===== src/rtl/ahb_lite_master.sv =====
// Bus initiator that turns cache line bursts and single uncached accesses into word beats.
// Optional per-beat timeout abort is built only when AHB_TIMEOUT_EN is defined.
module ahb_lite_master #(
  parameter int WORDS_PER_LINE = 4,
  parameter int TIMEOUT_CYCLES = 255
) (
  input  logic                              clk,
  input  logic                              reset,
  input  logic                              req_valid,
  output logic                              req_ready,
  input  logic                              req_write,
  input  logic                              req_burst,
  input  logic [31:0]                       req_addr,
  input  logic [2:0]                        req_size,
  output logic [$clog2(WORDS_PER_LINE)-1:0] beat_idx,
  input  logic [31:0]                       wr_data,
  output logic [31:0]                       rd_data,
  output logic                              rd_valid,
  output logic                              done,
  output logic                              err,
  output logic                              HREQUEST,
  output logic                              HWRITE,
  output logic [2:0]                        HSIZE,
  output logic [31:0]                       HADDR,
  output logic [31:0]                       HWDATA,
  input  logic [31:0]                       HRDATA,
  input  logic                              HREADY
);

  localparam int IDX_W = $clog2(WORDS_PER_LINE);
  localparam logic [31:0] LINE_MASK = ~(32'(WORDS_PER_LINE * 4) - 32'd1);

  typedef enum logic [1:0] {IDLE, BEAT, DONE} state_t;

  state_t           state;
  state_t           state_nxt;
  logic             accept;
  logic             beat_done;
  logic             last_beat;
  logic             timeout_hit;
  logic             abort_q;
  logic             burst_q;
  logic             hwrite_q;
  logic [2:0]       hsize_q;
  logic [31:0]      haddr_q;
  logic [IDX_W-1:0] cur_idx;
  logic [IDX_W-1:0] rd_idx;
  logic             rd_valid_q;
  logic [31:0]      rd_data_q;

  assign accept    = (state == IDLE) && req_valid;
  assign beat_done = (state == BEAT) && HREADY;
  assign last_beat = !burst_q || (cur_idx == IDX_W'(WORDS_PER_LINE - 1));

`ifdef AHB_TIMEOUT_EN
  localparam int CNT_W = $clog2(TIMEOUT_CYCLES + 1);

  logic [CNT_W-1:0] wait_cnt;

  assign timeout_hit = (state == BEAT) && !HREADY &&
                       (wait_cnt == CNT_W'(TIMEOUT_CYCLES - 1));

  // Counts edges spent waiting in the current beat; restarts whenever a new beat begins.
  always_ff @(posedge clk or posedge reset) begin
    if (reset) begin
      wait_cnt <= '0;
      abort_q  <= 1'b0;
    end else begin
      if (accept || beat_done)
        wait_cnt <= '0;
      else if (state == BEAT)
        wait_cnt <= wait_cnt + CNT_W'(1);
      if (accept)
        abort_q <= 1'b0;
      else if (timeout_hit)
        abort_q <= 1'b1;
    end
  end
`else
  // TIMEOUT_CYCLES is always positive, so without the counter this is a constant 0.
  assign timeout_hit = (TIMEOUT_CYCLES < 0);
  assign abort_q     = 1'b0;
`endif

  always_ff @(posedge clk or posedge reset) begin
    if (reset)
      state <= IDLE;
    else
      state <= state_nxt;
  end

  always_comb begin
    state_nxt = state;
    unique case (state)
      IDLE:    if (req_valid) state_nxt = BEAT;
      BEAT:    if ((beat_done && last_beat) || timeout_hit) state_nxt = DONE;
      DONE:    state_nxt = IDLE;
      default: state_nxt = IDLE;
    endcase
  end

  // Address phase registers: loaded on accept, advanced only by a completed non-final beat.
  always_ff @(posedge clk or posedge reset) begin
    if (reset) begin
      burst_q  <= 1'b0;
      hwrite_q <= 1'b0;
      hsize_q  <= 3'b000;
      haddr_q  <= 32'd0;
      cur_idx  <= '0;
    end else if (accept) begin
      burst_q  <= req_burst;
      hwrite_q <= req_write;
      cur_idx  <= '0;
      haddr_q  <= req_burst ? (req_addr & LINE_MASK) : req_addr;
      if (req_burst || req_size > 3'b010)
        hsize_q <= 3'b010;
      else
        hsize_q <= req_size;
    end else if (beat_done && !last_beat) begin
      cur_idx <= cur_idx + IDX_W'(1);
      haddr_q <= haddr_q + 32'd4;
    end
  end

  always_ff @(posedge clk or posedge reset) begin
    if (reset) begin
      rd_valid_q <= 1'b0;
      rd_data_q  <= 32'd0;
      rd_idx     <= '0;
    end else begin
      rd_valid_q <= beat_done && !hwrite_q;
      if (beat_done && !hwrite_q) begin
        rd_data_q <= HRDATA;
        rd_idx    <= cur_idx;
      end
    end
  end

  // beat_idx reports the completed beat while rd_valid is high, the live beat otherwise;
  // HWDATA follows wr_data, which is steady because it is indexed by the registered beat.
  always_comb begin
    req_ready = (state == IDLE);
    HREQUEST  = (state == BEAT);
    done      = (state == DONE);
    err       = (state == DONE) && abort_q;
    HWDATA    = (state == BEAT) ? wr_data : 32'd0;
    HADDR     = haddr_q;
    HWRITE    = hwrite_q;
    HSIZE     = hsize_q;
    rd_valid  = rd_valid_q;
    rd_data   = rd_data_q;
    beat_idx  = rd_valid_q ? rd_idx : cur_idx;
  end

endmodule

===== config.mk =====
export PLATFORM = sky130hd
export DESIGN_NAME = ahb_lite_master
export DESIGN_NICKNAME = d
export VERILOG_FILES = /design/src/rtl/ahb_lite_master.sv
export SDC_FILE = /design/constraint.sdc
export NUM_CORES = 1
export LEC_CHECK = 0
export CAP_MARGIN = 10
export CORE_MARGIN = 3
export CORE_UTILIZATION = 39
export DETAILED_ROUTE_END_ITERATION = 12
export GPL_TIMING_DRIVEN = 0
export PLACE_DENSITY_LB_ADDON = 0.1
export SKIP_LAST_GASP = 1
export SLEW_MARGIN = 20
export SYNTH_ARGS = -nofsm -noshare
export SYNTH_HDL_FRONTEND = slang
export SYNTH_SLANG_ARGS = --single-unit

===== constraint.sdc =====
create_clock -name clk -period 2.7 [get_ports clk]
set_clock_uncertainty 0.15 [all_clocks]
set_input_delay 0.405 -clock clk [delete_from_list [all_inputs] [get_ports clk]]
set_output_delay 0.405 -clock clk [all_outputs]
set_load 0.05 [all_outputs]

==> results.txt <==
----------------------------------------------------
[Run status]
  Outcome ... finished clean

[GRT]
  Total global-route track usage ... 0.226
  Initial antenna violation count ... 0
  Sum of overflow across all layers after global routing ... 0
  Maximum number of pins on one net before global-route repair ... 48
  Vias in the first global route ... 3973
  Wire length of the first global-routing pass ... 20200 um

[Final layout]
  Nets ... 706
  Fraction of layout instances using a drive strength above 1 ... 0.163
  Area of all placed cells without fillers ... 0.00628 sq mm
  Area Growth Syn to Fin ... 62.4%
  Final core utilization ... 0.667
  Most frequent cells in the layout ... sky130_fd_sc_hd__clkdlybuf4s50_1, sky130_fd_sc_hd__dfrtp_1, sky130_fd_sc_hd__nand2_1, sky130_fd_sc_hd__mux2_2, sky130_fd_sc_hd__and2_1
  Most frequent standard cell in the layout excluding fill and tap cells ... sky130_fd_sc_hd__clkdlybuf4s50_1
  Final antenna diode count ... 0
  Number of fill cells ... 789

[Clocking]
  Total CTS buffers ... 9
  Clock H-tree levels ... 3
  CTS tree ... yes
  Buffer depth of the longest clock path ... 2
  Cell at the root of the clock tree ... sky130_fd_sc_hd__clkbuf_8
  Clock latency of the later-clocked register in the worst-skew pair ... 0.34 ns
  Clock Pin Slew Worst Setup and Hold Paths ... 0.08 ns
  Total clock sinks ... 76

[Setup path]
  Sort of element at the end of the critical path ... primary output
  Delay of the slowest cell on the worst path ... 0.51 ns
  Crit Path Class ... flip-flop to primary output
  Type of element launching the critical path ... flip-flop
  Worst reg2reg path startpoint ... HADDR[2]
  CP arrival ... 2.02 ns
  Worst reg-to-reg setup slack ... 0.27 ns
  Worst R2R Path Depth ... 6
  R2r endpoint ... HADDR[24]
  Worst-path maximum fanout ... 10
  Critical Path RT ... 2.14 ns
  Highest-delay cell along the critical path ... sky130_fd_sc_hd__clkdlybuf4s15_1
  CP top delay family ... buffers and inverters
  Series of cell instances along the critical path ... nor2b_2, clkbuf_1, and2_1, clkdlybuf4s15_1
  Buffers and inverters on the worst path ... 2

[Drt]
  Via density per instance ... 5.12
  Violation count after the first detailed-routing iteration ... 139
  WL/cell ... 17.0 um
  Routed vias ... 3745
  Post-route DRC violation count ... 0
  Total Routed Length ... 12500 um
  Number of nets with antenna violations after routing ... 0
  Detailed-router iteration count before antenna repair ... 5

[Yosys]
  Post-synthesis cell type count ... 48
  Largest family of logic cells by synthesized area ... simple AND/OR/NAND/NOR gates
  Average instance area after synthesis ... 10.3 sq um
  Xor/xnor cell area share of the yosys netlist ... 0.0363
  Area share of the largest cell type after synthesis ... 0.492
  Post-synthesis adder-cell area fraction ... 0.00647
  Synth area leaders ... sky130_fd_sc_hd__dfrtp_1, sky130_fd_sc_hd__mux2_2, sky130_fd_sc_hd__and2_1
  Sequential element share of the synthesized area ... 0.492
  Fraction of synthesized area in multiplexers ... 0.111
  Synthesized flop and latch total ... 76
  Number of enable-type register cells in the synthesized netlist ... 0
  Share of synthesized flip-flops with an asynchronous set or reset ... 1.00
  Post-Synth Simple-Gate Area ... 0.242
  Post-synth top flop ... sky130_fd_sc_hd__dfrtp_1
  Post-Syn Area ... 0.00386 sq mm
  Synth Area in Compound Gates ... 0.0851
  Synth Net Count ... 484
  Post-synthesis instance total ... 377
  Top cell type by total area after synthesis ... sky130_fd_sc_hd__dfrtp_1
  YS warnings ... 0

[Job]
  Max-capacitance violation count ... 0

[STA]
  Slew @ Worst Pin ... 0.750 ns
  Final critical path time including I/O delays and setup ... 2.58 ns
  Headroom to the max-slew limit ... 0.496
  Fin. max-slew vios ... 0
  Worst hold-check slack ... 0.250 ns
  Final period utilization ... 0.954
  Achievable Freq ... 388 MHz
  Setup violation total in the final timing report ... 0
  Total count of hold-check failures in the final report ... 0
  Setup repair after global routing missed its margin ... yes

[Place]
  Routability congestion estimate ... 0.835
  Total cell area at the placement stage ... 0.00616 sq mm
  Total of buffers placed on input and output ports ... 210
  Detailed-placement wirelength estimate ... 9560 um

[Pwr]
  Clock share of power ... 0.115
  Worst supply voltage drop on vdd ... 784 uV
  PwrDens ... 1370 mW/mm^2
  Sequential power share ... 0.253
  Switching power ... 4530 uW
  Static Leakage ... 0.00257 uW
  Switching Share ... 0.525
  Internal portion of total power ... 4100 uW
  Combinational cell fraction of total power ... 0.632

[Floorplanning]
  Die height ... 106 um
  Boundary Pins ... 212
  Die W ... 106 um
  Core ar. ... 0.00942 sq mm
  Num rows ... 35
  Die Area ... 0.0111 sq mm
  Initial cell density of the core ... 0.410

[Min path]
  Min-Delay Path Class ... input port to asynchronous set/reset pin

----------------------------------------------------
[what timing repair did]
action | CTS | global route
hold buffers | 0 | 0
setup endpoints to repair | 33 | 25
setup buffers | 0 | 0
resized for setup | 39 | 47
[synthesized netlist by cell type (2+ instances only)]
cell and instances:
sky130_fd_sc_hd__and3_1 3, sky130_fd_sc_hd__o311ai_0 6, sky130_fd_sc_hd__inv_1 4, sky130_fd_sc_hd__nand4_4 2
sky130_fd_sc_hd__nand2_1 51, sky130_fd_sc_hd__buf_2 5, sky130_fd_sc_hd__a22o_1 2, sky130_fd_sc_hd__nor3_1 5
sky130_fd_sc_hd__and2_1 34, sky130_fd_sc_hd__nor2_1 22, sky130_fd_sc_hd__o21ai_0 12, sky130_fd_sc_hd__a22oi_1 8
sky130_fd_sc_hd__or4_1 2, sky130_fd_sc_hd__nand3b_1 6, sky130_fd_sc_hd__xor2_1 9, sky130_fd_sc_hd__nand2b_1 2
sky130_fd_sc_hd__clkbuf_1 12, sky130_fd_sc_hd__a21oi_1 10, sky130_fd_sc_hd__nor4_1 6, sky130_fd_sc_hd__dfrtp_1 76
sky130_fd_sc_hd__nand4_1 8, sky130_fd_sc_hd__ha_1 2, sky130_fd_sc_hd__nor2b_1 2, sky130_fd_sc_hd__o211ai_1 5
sky130_fd_sc_hd__nand3_1 16, sky130_fd_sc_hd__and4_1 2, sky130_fd_sc_hd__mux2_2 38, sky130_fd_sc_hd__xnor2_1 7
[routing by layer]
layer | up-vias | wire, um | track usage | share of wire
met4 | 0 | 162 | 0.0759 | 0.013
met2 | 166 | 6420 | 0.390 | 0.51
met1 | 1793 | 4730 | 0.268 | 0.38
li1 | 1771 | - | - | -
met3 | 15 | 1160 | 0.0698 | 0.093
met5 | - | 0 | 0 | 0
[per-stage QoR]
step	total power, uW	std cells	setup slack [ns]	setup TNS (ns)
final	8630	732	0.124	0
after global routing	9110	732	-0.0997	-0.104
after CTS	8710	732	0.0277	0
after detailed placement	7780	717	-0.0367	-0.613
after global placement	7680	716	-1.12	-85.47
after floorplan	5810	377	0.207	0
[cell type report]
class | count | area (sq um) | share of cell area
buffer | 20 | 86.3 | 0.0138
clock inverter | 4 | 72.6 | 0.0116
inverter | 4 | 17.5 | 0.00279
multi-input combinational | 277 | 1860 | 0.297
clock buffer | 11 | 151 | 0.0241
timing repair buffer | 211 | 2020 | 0.322
sequential | 76 | 1900 | 0.303
tap | 129 | 161 | 0.0257
[sequential cells by signal, indices dropped and copies added (netlist names)]
| register | flops |
|---|---|
| HADDR | 32 |
| HSIZE | 3 |
| HWRITE | 1 |
| burst_q | 1 |
| cur_idx | 2 |
| rd_data | 32 |
| rd_idx | 2 |
| rd_valid | 1 |
| state | 2 |
[worst max-delay path by stage]
| stage | start | to | cells after the start |
|---|---|---|---|
| floorplan | reset | HADDR[0] | 1 |
| global placement | reset | HADDR[27] | 2 |
| detailed placement | HREADY | rd_data[2] | 5 |
| CTS | state[0] | HWDATA[18] | 4 |
| global route | state[0] | HWDATA[18] | 4 |
| finish | state[0] | HWDATA[18] | 4 |
[power by group through the flow]
| stage | sequential [uW] | clock [uW] | combinational [uW] |
|---|---|---|---|
| after floorplan | 3810 | 0 | 2000 |
| after global placement | 2150 | 0 | 5540 |
| after detailed placement | 2190 | 0 | 5590 |
| after CTS | 2180 | 1010 | 5520 |
| after global routing | 2280 | 1070 | 5760 |
| final | 2180 | 996 | 5450 |
[kinds of logic (layout without fill, tap and decap cells)]
group / after synthesis / count (layout)
adder cells (fa/ha/maj): 2 / 2
XOR/XNOR: 16 / 16
AO/OA/AOI/OAI: 50 / 50
other: 1 / 1
multiplexers: 38 / 38
flip-flops: 76 / 76
buffers and inverters: 24 / 250
AND/OR/NAND/NOR: 170 / 170
[worst register-to-register path, stage by stage (launching register included)]
cell	delay (ns)
sky130_fd_sc_hd__dfrtp_1	0.46
sky130_fd_sc_hd__ha_1	0.34
sky130_fd_sc_hd__inv_1	0.14
sky130_fd_sc_hd__nor4_1	0.47
sky130_fd_sc_hd__and4_1	0.32
sky130_fd_sc_hd__nand2_1	0.09
sky130_fd_sc_hd__o311ai_0	0.34
No activity file was read; power rests on OpenSTA's default activity.
